## src/rtl/char_line_sched_pkg.sv

```systemverilog
// rtl/char_line_sched_pkg.sv - glyph codes, VGA timing constants and shared types for the text-row scheduler
package char_line_sched_pkg;

  localparam int GLYPH_W = 8;

  localparam logic [3:0] G_COMMA = 4'h0;
  localparam logic [3:0] G_A     = 4'h1;
  localparam logic [3:0] G_E     = 4'h2;
  localparam logic [3:0] G_I     = 4'h3;
  localparam logic [3:0] G_N     = 4'h4;
  localparam logic [3:0] G_O     = 4'h5;
  localparam logic [3:0] G_R     = 4'h6;
  localparam logic [3:0] G_S     = 4'h7;
  localparam logic [3:0] G_U     = 4'h8;
  localparam logic [3:0] G_W     = 4'h9;
  localparam logic [3:0] G_Y     = 4'hA;
  localparam logic [3:0] G_COLON = 4'hB;
  localparam logic [3:0] G_BLANK = 4'hF;

  localparam logic [10:0] H_ACTIVE   = 11'd800;
  localparam logic [9:0]  V_ACTIVE   = 10'd600;
  localparam logic [9:0]  SWAP_Y_DEF = 10'd600;

  typedef enum logic {
    ST_IDLE,
    ST_PENDING
  } commit_state_e;

  function automatic logic [10:0] next_x(input logic [10:0] x);
    return x + 11'(GLYPH_W);
  endfunction

endpackage

```

## src/rtl/char_line_sched_char_buf_2x.sv

```systemverilog
// rtl/char_line_sched_char_buf_2x.sv - shadow/active glyph buffer pair with atomic copy and length-masked read
module char_buf_2x
  import char_line_sched_pkg::*;
#(
  parameter int         N_CHARS    = 16,
  parameter logic [3:0] BLANK_CODE = G_BLANK
) (
  input  logic       clk,
  input  logic       rst,
  input  logic       wr_en_i,
  input  logic [3:0] wr_addr_i,
  input  logic [3:0] wr_data_i,
  input  logic       copy_i,
  input  logic [4:0] len_i,
  input  logic [4:0] rd_idx_i,
  output logic [3:0] code_o
);

  logic [3:0] shadow_q [0:15];
  logic [3:0] active_q [0:15];
  logic [4:0] active_len_q;

  always_ff @(posedge clk or posedge rst) begin
    if (rst) begin
      for (int i = 0; i < 16; i++) begin
        shadow_q[i] <= BLANK_CODE;
        active_q[i] <= BLANK_CODE;
      end
      active_len_q <= 5'd0;
    end else begin
      if (copy_i) begin
        for (int i = 0; i < 16; i++) begin
          active_q[i] <= shadow_q[i];
        end
        active_len_q <= len_i;
      end
      if (wr_en_i && ({1'b0, wr_addr_i} < 5'(N_CHARS))) begin
        shadow_q[wr_addr_i] <= wr_data_i;
      end
    end
  end

  // Slots past the committed length read as blank so stale glyphs never render.
  always_comb begin
    code_o = BLANK_CODE;
    if ((rd_idx_i < active_len_q) && (rd_idx_i < 5'(N_CHARS))) begin
      code_o = active_q[rd_idx_i[3:0]];
    end
  end

endmodule

```

## src/rtl/char_line_sched.sv

```systemverilog
// rtl/char_line_sched.sv - steps one shared glyph renderer across a double-buffered row of characters
module char_line_sched
  import char_line_sched_pkg::*;
#(
  parameter int          N_CHARS    = 16,
  parameter logic [10:0] X_BASE     = 11'd100,
  parameter logic [9:0]  Y_BASE     = 10'd20,
  parameter logic [9:0]  SWAP_Y     = SWAP_Y_DEF,
  parameter logic [3:0]  BLANK_CODE = G_BLANK
) (
  input  logic        clk,
  input  logic        rst,
  input  logic [10:0] x_count,
  input  logic [9:0]  y_count,
  input  logic        wr_en,
  input  logic [3:0]  wr_addr,
  input  logic [3:0]  wr_data,
  input  logic [4:0]  len_in,
  input  logic        commit,
  output logic        commit_ack,
  output logic        pending,
  output logic [3:0]  char_add,
  output logic [10:0] x_pos,
  output logic [9:0]  y_pos,
  output logic        line_active
);

  commit_state_e state_q;
  logic [4:0]    len_q;
  logic          ack_q;
  logic [4:0]    slot_q, slot_d;
  logic [10:0]   x_pos_q, x_pos_d;
  logic [3:0]    char_add_q, char_add_d;
  logic          line_active_q, line_active_d;

  logic       line_start;
  logic       step;
  logic       swap;
  logic       wr_ok;
  logic [4:0] rd_idx;
  logic [3:0] code;

  assign line_start = (x_count == 11'd0);
  assign swap       = line_start && (y_count == SWAP_Y) && (state_q == ST_PENDING);
  assign wr_ok      = wr_en && (state_q == ST_IDLE);
  assign step       = !line_start && (x_count == x_pos_q) && (slot_q < 5'(N_CHARS));
  assign rd_idx     = line_start ? 5'd0 : slot_q + 5'd1;

  char_buf_2x #(
    .N_CHARS   (N_CHARS),
    .BLANK_CODE(BLANK_CODE)
  ) u_buf (
    .clk      (clk),
    .rst      (rst),
    .wr_en_i  (wr_ok),
    .wr_addr_i(wr_addr),
    .wr_data_i(wr_data),
    .copy_i   (swap),
    .len_i    (len_q),
    .rd_idx_i (rd_idx),
    .code_o   (code)
  );

  // Commit handshake: the swap is evaluated against the registered state, so a
  // commit landing on the boundary cycle waits a full frame.
  always_ff @(posedge clk or posedge rst) begin
    if (rst) begin
      state_q <= ST_IDLE;
      len_q   <= 5'd0;
      ack_q   <= 1'b0;
    end else begin
      ack_q <= swap;
      case (state_q)
        ST_IDLE: begin
          if (commit && (len_in <= 5'(N_CHARS))) begin
            len_q   <= len_in;
            state_q <= ST_PENDING;
          end
        end
        ST_PENDING: begin
          if (swap) begin
            state_q <= ST_IDLE;
          end
        end
        default: state_q <= ST_IDLE;
      endcase
    end
  end

  always_comb begin
    slot_d        = slot_q;
    x_pos_d       = x_pos_q;
    char_add_d    = char_add_q;
    line_active_d = (y_count >= Y_BASE) && (y_count <= Y_BASE + 10'd7);
    if (line_start) begin
      slot_d     = 5'd0;
      x_pos_d    = X_BASE;
      char_add_d = code;
    end else if (step) begin
      slot_d     = slot_q + 5'd1;
      x_pos_d    = next_x(x_pos_q);
      char_add_d = code;
    end
  end

  always_ff @(posedge clk or posedge rst) begin
    if (rst) begin
      slot_q        <= 5'd0;
      x_pos_q       <= X_BASE;
      char_add_q    <= BLANK_CODE;
      line_active_q <= 1'b0;
    end else begin
      slot_q        <= slot_d;
      x_pos_q       <= x_pos_d;
      char_add_q    <= char_add_d;
      line_active_q <= line_active_d;
    end
  end

  assign commit_ack  = ack_q;
  assign pending     = (state_q == ST_PENDING);
  assign char_add    = char_add_q;
  assign x_pos       = x_pos_q;
  assign y_pos       = Y_BASE;
  assign line_active = line_active_q;

endmodule
```

## config.mk

```make
export PLATFORM = sky130hd
export DESIGN_NAME = char_line_sched
export DESIGN_NICKNAME = d
export VERILOG_FILES = /design/src/rtl/char_line_sched_pkg.sv /design/src/rtl/char_line_sched_char_buf_2x.sv /design/src/rtl/char_line_sched.sv
export SDC_FILE = /design/constraint.sdc
export NUM_CORES = 1
export LEC_CHECK = 0
export CORE_UTILIZATION = 35
export CTS_CLUSTER_DIAMETER = 60
export DETAILED_ROUTE_END_ITERATION = 16
export GPL_ROUTABILITY_DRIVEN = 1
export GPL_TIMING_DRIVEN = 1
export PLACE_DENSITY_LB_ADDON = 0.15
export SLEW_MARGIN = 20
export SYNTH_ARGS = -nofsm -noshare
export SYNTH_HDL_FRONTEND = slang
export SYNTH_SLANG_ARGS = --single-unit
```

## constraint.sdc

```tcl
create_clock -name clk -period 8.1 [get_ports clk]
set_input_delay 1.62 -clock clk [delete_from_list [all_inputs] [get_ports clk]]
set_output_delay 1.62 -clock clk [all_outputs]
set_load 0.01 [all_outputs]
```

==> summary.txt, run 1 <==
Route
  – Remaining antenna violation count after routing: 0
  – Initial DRC Count: 162
  – Post-Route WL: between 15000 and 20000 µm
  – DR DRC count: 0
  – Via density: 5.111
  – Via Count: 4600
  – First drt pass iteration count: 4
  – Avg WL per Cell: 18.92 µm

Clock network
  – Bufs on Longest Clock Path: 2
  – Resized Gates After CTS: 0
  – Worst skew pair latency: between 400 and 500 ps
  – CTS root buf: clkbuf_16
  – Clk sinks: approximately 160
  – CTS tree: built
  – Num CTS Buffers: 17
  – CTS Hold Buffers Added: 0
  – Clock H-tree levels: 4
  – Clock transition at path regs: 60 ps
  – Post-CTS setup buffers: 0

Layout
  – FF+latch area: 4148 µm²
  – Post-layout util: 0.4288
  – Post-route insts no fill: 900
  – Multi-input gate area: 3079 µm²
  – Final #Nets: 660
  – Finished Cell Area: 8788 µm²
  – Commonest cells after routing, fill and taps aside: mux2_2, dfstp_2, clkdlybuf4s50_1
  – Area grow syn2layout: 18.67%
  – Most common cell after layout, fill and taps aside: mux2_2
  – Diodes inserted: 0
  – # fillers: 1904
  – Share of layout cells above drive strength 1: 0.5286

Global routing
  – First-pass GRT wire length: between 20000 and 30000 µm
  – Initial antenna violation count: 0
  – Largest net degree at the start of global routing: 89
  – Grt total ovfl: 0
  – All-Layer GR Usage: 0.1669
  – Vias in the first global route: a little under 5000

Setup path
  – Worst Path Required: about 8400 ps
  – Slowest CP cell: nand3_1
  – Crit path buf inv count: 2
  – Crit path launch type: input port
  – Worst R2R End: char_add[3]
  – Critical path type: input port to flip-flop
  – Max stage delay on crit path: ~750 ps
  – CP Capture Type: flip-flop
  – Reg2Reg Setup Slack: 4580 ps
  – Worst R2R Start: slot_q[0]
  – Worst path cell trace: clkdlybuf4s50_1 > nor4_2 > nand3_1 > nand2_1 > inv_1 > ha_1 > nor2b_1 > a311o_1 > maj3_2 > a2111oi_4 > o22ai_1
  – CP arrival: 5570 ps
  – Cell family with most CP delay: simple AND/OR/NAND/NOR gates
  – Worst Path Max Fanout: 23
  – Worst Reg-to-Reg Cells: 13
  – Critical path launch point: x_count[6]

Place
  – Routability cong.: 0.8357
  – Port Buffers: 53
  – Detailed Place HPWL: ~12000 µm
  – Pre-CTS WS: 2463 ps
  – Post-DP Area: 8179 µm²
  – Placed cells: 868

Yosys
  – Adder-cell share of the synthesized area: 0.009968
  – Synth Area in Simple Gates: 0.09241
  – EDFF count, synth: 0
  – Mux share of post-synthesis cell area: 0.2335
  – Xor and xnor area share after synthesis: 0.02602
  – Main combinational cell family by area after synthesis: multiplexers
  – Synthesized cell area: ~7400 µm²
  – Cell variety after synth: between 50 and 60
  – Post-synthesis compound-gate area fraction: 0.04528
  – Sequential area share after synthesis: 0.5601
  – Asr flop ratio synth: 1.000
  – Mean Syn Cell Area: ~13 µm²
  – Gate Count Post-Synth: approximately 570
  – Top_reg_cell synth: dfstp_2
  – Register bit total from synthesis: 159
  – Ys Warns: 0

Power
  – Pleak: 3.539 nW
  – Total power: 1.753 mW
  – PwrDens: 199.4 nW/µm²
  – Peak VDD IR: just under 100 µV

Timing
  – Hold WS: 488.6 ps
  – Fmax: 191.2 MHz
  – Final WS setup: around 2900 ps
  – Final max-slew violation count: 0
  – Slew @ Worst Pin: 1007 ps
  – Unrepaired setup endpoints after global routing: false
  – Worst Skew: about 10 ps
  – Endpoints failing hold: 0
  – Setup TNS: 0 ps
  – Max-slew headroom: 0.3288
  – Period utilisation layout: 0.6456
  – Tmin final: 5229 ps
  – Setup-failing EPs final: 0

Floorplan
  – # IOs: 66
  – Die area: approximately 22000 µm²
  – Core area: 20490 µm²
  – Starting Density: 0.3614
  – Chip width: between 100 and 150 µm
  – # rows: 52
  – Die Ht: 147.5 µm

Worst hold path
  – Hold Path Sink: u_buf.active_len_q[4]
  – Hold Path Class: flip-flop to flip-flop
  – Worst Hold Path Cells: 2
  – Worst Hold Launch: len_q[4]

Job
  – Max Cap Viol: 0

Outcome
  – Status: completed
## flip-flops by register name, indices dropped and copies added, names as in the netlist
register            flops
u_buf.active_q         64
u_buf.shadow_q         64
x_pos                   9
len_q                   5
slot_q                  5
u_buf.active_len_q      5
char_add                4
commit_ack              1
line_active             1
pending                 1
## report_power, final
group | switching [mW] | total [mW] | internal (mW)
Sequential | 0.0113 | 0.839 | 0.828
Clock | 0.333 | 0.823 | 0.489
Combinational | 0.0487 | 0.0906 | 0.0420
## how the worst max path moves through the flow
stage	endpoint	slack [ps]	cells past startpoint
after global routing	char_add[2]	2530	11
after global placement	char_add[3]	2600	11
after floorplan	commit_ack	2410	1
after detailed placement	char_add[1]	2460	11
after CTS	char_add[2]	2910	11
final	char_add[3]	2870	11
## worst min-delay path: cells and delay by family, from the launching register on
family	cells	cell delay (ps)
DFF	1	340
AOI/OAI and AO/OA	1	60
and+or+nand+nor	1	50
## Yosys cell counts, types with 6 or more instances
cell | instances | area, µm²
dfrtp_1 | 24 | 600.6
dfstp_2 | 135 | 3547
xor2_1 | 9 | 78.83
nand3_1 | 12 | 60.06
buf_2 | 10 | 50.05
nor2b_1 | 7 | 43.79
o22ai_1 | 7 | 43.79
mux2_2 | 142 | 1599
inv_1 | 9 | 33.78
nand4_1 | 9 | 56.30
nor4_1 | 7 | 43.79
a21oi_1 | 13 | 65.06
buf_4 | 12 | 90.09
o21ai_0 | 10 | 50.05
and3_1 | 6 | 37.54
nor3_1 | 6 | 30.03
xnor2_1 | 13 | 113.9
clkbuf_1 | 14 | 52.55
nor2_1 | 22 | 82.58
nand2_1 | 42 | 157.7
## kinds of logic (layout without fill, tap and decap cells)
logic type | after synthesis | in the layout
buffers and inverters | 47 | 100
XOR/XNOR | 22 | 22
flip-flops | 159 | 159
multiplexers | 150 | 150
other | 2 | 12
AO/OA/AOI/OAI | 50 | 50
adder cells (fa/ha/maj) | 6 | 6
AND/OR/NAND/NOR | 131 | 131
## routing by layer
metal | GRT usage | vias to the layer above | routed length, µm
met5 | 0 | - | 0
met4 | 0.05309 | 0 | 246
met3 | 0.03580 | 18 | 579
met2 | 0.2774 | 88 | 8292
met1 | 0.2167 | 2384 | 7912
li1 | - | 2110 | -
## area by class of cell
class / instances / area share
Clock buffer: 17 / 0.04841
Multi-Input combinational cell: 371 / 0.3504
Timing Repair Buffer: 59 / 0.06549
Inverter: 9 / 0.004413
Clock inverter: 15 / 0.02093
Tap cell: 270 / 0.03844
Sequential cell: 159 / 0.4720
Power figures use the tool's default switching activity.
==> inputs of run 2 (changes only) <==
clock period = 4.51 ns   (was 8.1 ns; I/O delays follow)
==> summary.txt, run 2 (synthesized netlist as in run 1, its figures left out) <==
Outcome
  – Status: completed

Setup path
  – CP Capture Type: flip-flop
  – Critical path type: input port to flip-flop
  – Worst Path Max Fanout: 4
  – CP arrival: a little over 4000 ps
  – Worst Path Required: 4850 ps
  – Crit path launch type: input port

Route
  – Via density: 5.076
  – Remaining antenna violation count after routing: 0
  – Post-Route WL: 17010 µm
  – Avg WL per Cell: 18.77 µm
  – DR DRC count: 0
  – Initial DRC Count: 204
  – First drt pass iteration count: 4
  – Via Count: 4599

Floorplan
  – Core area: 20490 µm²
  – Starting Density: 0.3614
  – Die area: 21750 µm²
  – Chip width: 147.5 µm
  – # rows: 52
  – # IOs: 66
  – Die Ht: 147.5 µm

Clock network
  – Num CTS Buffers: 17
  – Clk sinks: 159
  – Clock transition at path regs: roughly 60 ps
  – Clock H-tree levels: 4
  – Bufs on Longest Clock Path: 2
  – CTS Hold Buffers Added: 0
  – Resized Gates After CTS: 0
  – CTS tree: built
  – CTS root buf: clkbuf_16
  – Worst skew pair latency: 430 ps
  – Post-CTS setup buffers: 0

Global routing
  – Grt total ovfl: 0
  – Vias in the first global route: 4924
  – First-pass GRT wire length: between 20000 and 30000 µm
  – Initial antenna violation count: 0
  – Largest net degree at the start of global routing: 75
  – All-Layer GR Usage: 0.1689

Worst hold path
  – Hold Path Class: flip-flop to flip-flop

Timing
  – Max-slew headroom: 0.3220
  – Worst Skew: 9.489 ps
  – Period utilisation layout: 0.8313
  – Unrepaired setup endpoints after global routing: false
  – Endpoints failing hold: 0
  – Fmax: 266.7 MHz
  – Slew @ Worst Pin: slightly above 1000 ps
  – Final max-slew violation count: 0
  – Tmin final: 3749 ps
  – Setup-failing EPs final: 0
  – Setup TNS: 0 ps

Layout
  – Share of layout cells above drive strength 1: 0.5330
  – Area grow syn2layout: 19.28%
  – Final #Nets: 666
  – Most common cell after layout, fill and taps aside: mux2_2
  – Post-route insts no fill: 906
  – Commonest cells after routing, fill and taps aside: mux2_2, dfstp_2, clkdlybuf4s50_1
  – Diodes inserted: 0
  – # fillers: between 1500 and 2000
  – Post-layout util: 0.4310

Power
  – PwrDens: 340.0 nW/µm²
  – Peak VDD IR: 174.8 µV
  – Pleak: 3.559 nW

Place
  – Routability cong.: between 0.8 and 0.9
  – Port Buffers: 53
  – Detailed Place HPWL: 11700 µm
  – Placed cells: ~870

Job
  – Max Cap Viol: 0
run 2: per-stage QoR:
stage / hold WS (ps) / power [mW] / cell area (µm²) / worst slack, ps
6_report: 497.5 / 3.004 / 8833 / 760.9
4_1_cts: 505.0 / 3.041 / 8813 / 800.1
3_5_place_dp: 482.4 / 1.698 / 8260 / 348.7
2_1_floorplan: 444.4 / 1.615 / 7447 / 977.0
3_3_place_gp: 479.9 / 1.693 / 8253 / 496.6
5_1_grt: 525.0 / 3.128 / 8833 / 551.0
run 2: worst paths after layout:
kind	slack [ps]	depth (start not counted)	end	from
setup / recovery	760	11	char_add[3]	x_count[3]
hold / removal	500	2	u_buf.active_len_q[1]	len_q[1]
setup reg to reg	1590	9	char_add[3]	slot_q[1]
hold reg to reg	500	2	u_buf.active_len_q[1]	len_q[1]
max in group asynchronous	2680	4	u_buf.shadow_q[14]	rst
min in group asynchronous	1190	2	u_buf.shadow_q[54]	rst
run 2: metal layers:
| metal | GRT usage | share of wire |
|---|---|---|
| met1 | 0.2168 | 0.46 |
| met2 | 0.2748 | 0.48 |
| met3 | 0.03765 | 0.037 |
| met4 | 0.07165 | 0.022 |
| met5 | 0 | 0 |
run 2: where the power goes:
| group | internal (mW) | switching (mW) | total (mW) |
|---|---|---|---|
| registers | 1.49 | 0.0199 | 1.51 |
| logic | 0.0806 | 0.0876 | 0.168 |
| clock network | 0.751 | 0.577 | 1.33 |
| total | 2.32 | 0.685 | 3.00 |
run 2: worst max-delay path, stage by stage:
cell and delay (ps):
clkdlybuf4s50_1 460, nor3_1 460, nand3_1 260, nand2_1 200, inv_1 60, ha_1 310, nor2b_1 140, a311o_1 360
maj3_2 330, a2111oi_4 450, o22ai_1 150
run 2: layout make-up:
class,instances,area (µm²),share of cell area
well taps,270,337.8,0.03824
inverters,9,37.54,0.004249
repair buffers,65,670.6,0.07592
clock buffers,21,470.5,0.05326
clock inverters,11,82.58,0.009348
multi-input cells,371,3087,0.3494
flip-flops and latches,159,4148,0.4695
==> patch: new RTL, settings of run 2 <==
Reset style: synchronous (`rst`), changed in 3 clocked blocks.
--- a/src/rtl/char_line_sched_char_buf_2x.sv
+++ b/src/rtl/char_line_sched_char_buf_2x.sv
@@ -20,7 +20,7 @@
   logic [3:0] active_q [0:15];
   logic [4:0] active_len_q;
 
-  always_ff @(posedge clk or posedge rst) begin
+  always_ff @(posedge clk) begin
     if (rst) begin
       for (int i = 0; i < 16; i++) begin
         shadow_q[i] <= BLANK_CODE;
--- a/src/rtl/char_line_sched.sv
+++ b/src/rtl/char_line_sched.sv
@@ -63,7 +63,7 @@
 
   // Commit handshake: the swap is evaluated against the registered state, so a
   // commit landing on the boundary cycle waits a full frame.
-  always_ff @(posedge clk or posedge rst) begin
+  always_ff @(posedge clk) begin
     if (rst) begin
       state_q <= ST_IDLE;
       len_q   <= 5'd0;
@@ -103,7 +103,7 @@
     end
   end
 
-  always_ff @(posedge clk or posedge rst) begin
+  always_ff @(posedge clk) begin
     if (rst) begin
       slot_q        <= 5'd0;
       x_pos_q       <= X_BASE;
Behaviour: differs if rst is asserted again (counterexample within 4 cycles, from zero or initial values and one cycle with rst high); with rst held inactive, the same outputs for 10 cycles.
==> patch against run 2 <==
- first-iteration DRC count is 36% higher
- power hardly changed
- cell count is 3.6% lower
- routed wire length is 14% lower
- count of clock-buffer cells in the layout is 1 lower
- clock power is 5% lower
- clock skew hardly changed
- setup slack better by 0.37 ns
- non-clock buffer count is 6 lower
- final area is 5.8% lower
- sequential cell count is 1 lower
- via count is 7.1% lower
- synthesized cell count is 1.4% lower
- synthesized area is 4.1% lower
- critical path type unchanged
- critical endpoint is now char_add[3]
==> patch: results (changes against run 2) <==
* Status: completed
* Clk slew on worst S/H paths at 0.06 ns (about the same)
* Routed len/inst at 16.77 um (-11%)
* Vias in the first global route at 4187 (-15%)
* CP Max Fanout at 13 (+9)
* Layout cells sized above 1 at 16.78% (-37 points)
* # H-tree levels at 4 (unchanged)
* Syn avg cell area at 12.70 sq um (-2.8%)
* Pleak at 2.465 nW (-31%)
* Yosys cell types at 47 (-13%)
* Slowest CP cell: and3_1
* Rel. slew slack at 44.87% (+13 points)
* Post-synth top cells: 128 x edfxtp_1, 65 x or3_1, 58 x or2_2
* CP top delay family: simple AND/OR/NAND/NOR gates
* Initial antenna violation count at 0 (unchanged)
* Fin cells at 873 (-3.6%)
* VDD IR max at 0.1949 mV (+12%)
* Largest net degree at the start of global routing at 97 (+29%)
* Setup repair bufs after CTS at 0 (unchanged)
* Via count at 4273 (-7.1%)
* Post-synth ARST share at 0% (-100 points)
* Synth area leaders: edfxtp_1 54%, dfxtp_1 8.5%, or3_1 5.7%, or2_2 5.1%, mux4_2 3.5%
* # port buffers at 52 (-1.9%)
* All-Layer GR Usage at 15.15% (-1.7 points)
* Hold Crit Class: reg2reg
* Hpwl dp at 9786 um (-16%)
* Synthesis Warnings at 0 (unchanged)
* Initial DRC count at 277 (+36%)
* Resized Gates After CTS at 0 (unchanged)
* Max incr delay on CP at 0.54 ns (+0.08 ns)
* Total CTS buffers at 17 (unchanged)
* Seq/Total Area, Yosys at 62.59% (+6.6 points)
* Fillers at 1859 (-0.91%)
* Routability cong. at 0.8044 (-1.1%)
* EDFF count, synth at 128 (+128)
* CTS max path bufs at 2 (unchanged)
* Clk_lat worst skew at 0.42 ns
* Flops & latches, synth at 158 (-0.63%)
* Setup Viol. Count Final at 0 (unchanged)
* Critical Path Source Type: input port
* Inst Count DP at 844 (-3.3%)
* Clk root buf: clkbuf_16
* Clk_skew at 0.009153 ns (-0.0003362 ns)
* Nets at 642 (-3.6%)
* Antenna Diode Count at 0 (unchanged)
* DR pass1 iterations at 4 (unchanged)
* First-pass GRT wire length at 23180 um (-16%)
==> patch: cell count changes after synthesis, sizes merged, moves of 19 or more <==
cell           run 2  this run
or2                1        58
nand2             42        23
dfxtp              0        30
edfxtp             0       128
dfstp            135         0
mux2             142         1
nand2b             2        22
dfrtp             24         0
or3                2        65
==> patch: per-stage QoR <==
| step | setup WS, ns | util [%] | power (mW) | cell area, sq um | hold WS, ns |
|---|---|---|---|---|---|
| after floorplan | 0.8554 | - | 1.707 | 7142 | 0.4601 |
| after global placement | 0.8017 | 39.75 | 1.764 | 7812 | 0.4817 |
| after detailed placement | 0.7032 | 39.75 | 1.767 | 7812 | 0.4846 |
| after CTS | 1.126 | 42.35 | 3.043 | 8323 | 0.4956 |
| after global routing | 0.9532 | 42.35 | 3.111 | 8323 | 0.5113 |
| final | 1.128 | 42.35 | 3.004 | 8323 | 0.4965 |
==> patch: worst paths after layout <==
path | startpoint | endpoint | slack [ns] | cells after the start
worst max-delay path | x_count[4] | char_add[3] | 1.13 | 9
worst min register to register | u_buf.shadow_q[10][3] | u_buf.active_q[10][3] | 0.50 | 1
worst min-delay path | u_buf.shadow_q[10][3] | u_buf.active_q[10][3] | 0.50 | 1
worst max register to register | slot_q[0] | char_add[3] | 1.53 | 9
==> patch: cells by family after synthesis <==
kind of cell | Yosys count | synth area share [%]
compound gates | 39 | 4.071
xor+xnor | 23 | 2.837
fa+ha+maj | 6 | 1.057
buf+inv | 56 | 3.753
flops | 158 | 62.59
mux | 30 | 6.185
other cells | 2 | 0.1058
simple gates | 245 | 19.40
==> patch: worst reg2reg max path, cell delays in order, from the launching register on <==
cell and delay, ns:
dfxtp_1 0.30, buf_4 0.36, ha_1 0.77, nand2_1 0.25
inv_1 0.12, ha_1 0.24, nor2b_1 0.13, o21bai_1 0.15
o2111ai_2 0.17, o32a_1 0.39
==> patch: final cells by class <==
cell class	instances	area (sq um)	share of cell area, %
Sequential cell	158	4444	53.40
Multi-Input combinational cell	356	2434	29.24
Timing Repair Buffer	59	580.6	6.975
Clock buffer	20	436.7	5.247
Tap cell	265	331.6	3.984
Clock inverter	9	73.82	0.8870
Inverter	6	22.52	0.2706
==> patch: power by group <==
group | internal [mW] | switching, mW | total (mW)
registers | 1.59 | 0.00716 | 1.60
logic | 0.0524 | 0.0820 | 0.134
clock network | 0.740 | 0.529 | 1.27
total | 2.39 | 0.618 | 3.00
==> patch: metal layers <==
metal | track usage, % | vias up | routed length (um) | share of wire (%)
li1 | - | 2075 | - | -
met1 | 20.06 | 2078 | 6999 | 48
met2 | 23.96 | 102 | 6844 | 47
met3 | 3.013 | 18 | 514 | 3.5
met4 | 6.759 | 0 | 285 | 1.9
met5 | 0 | - | 0 | 0
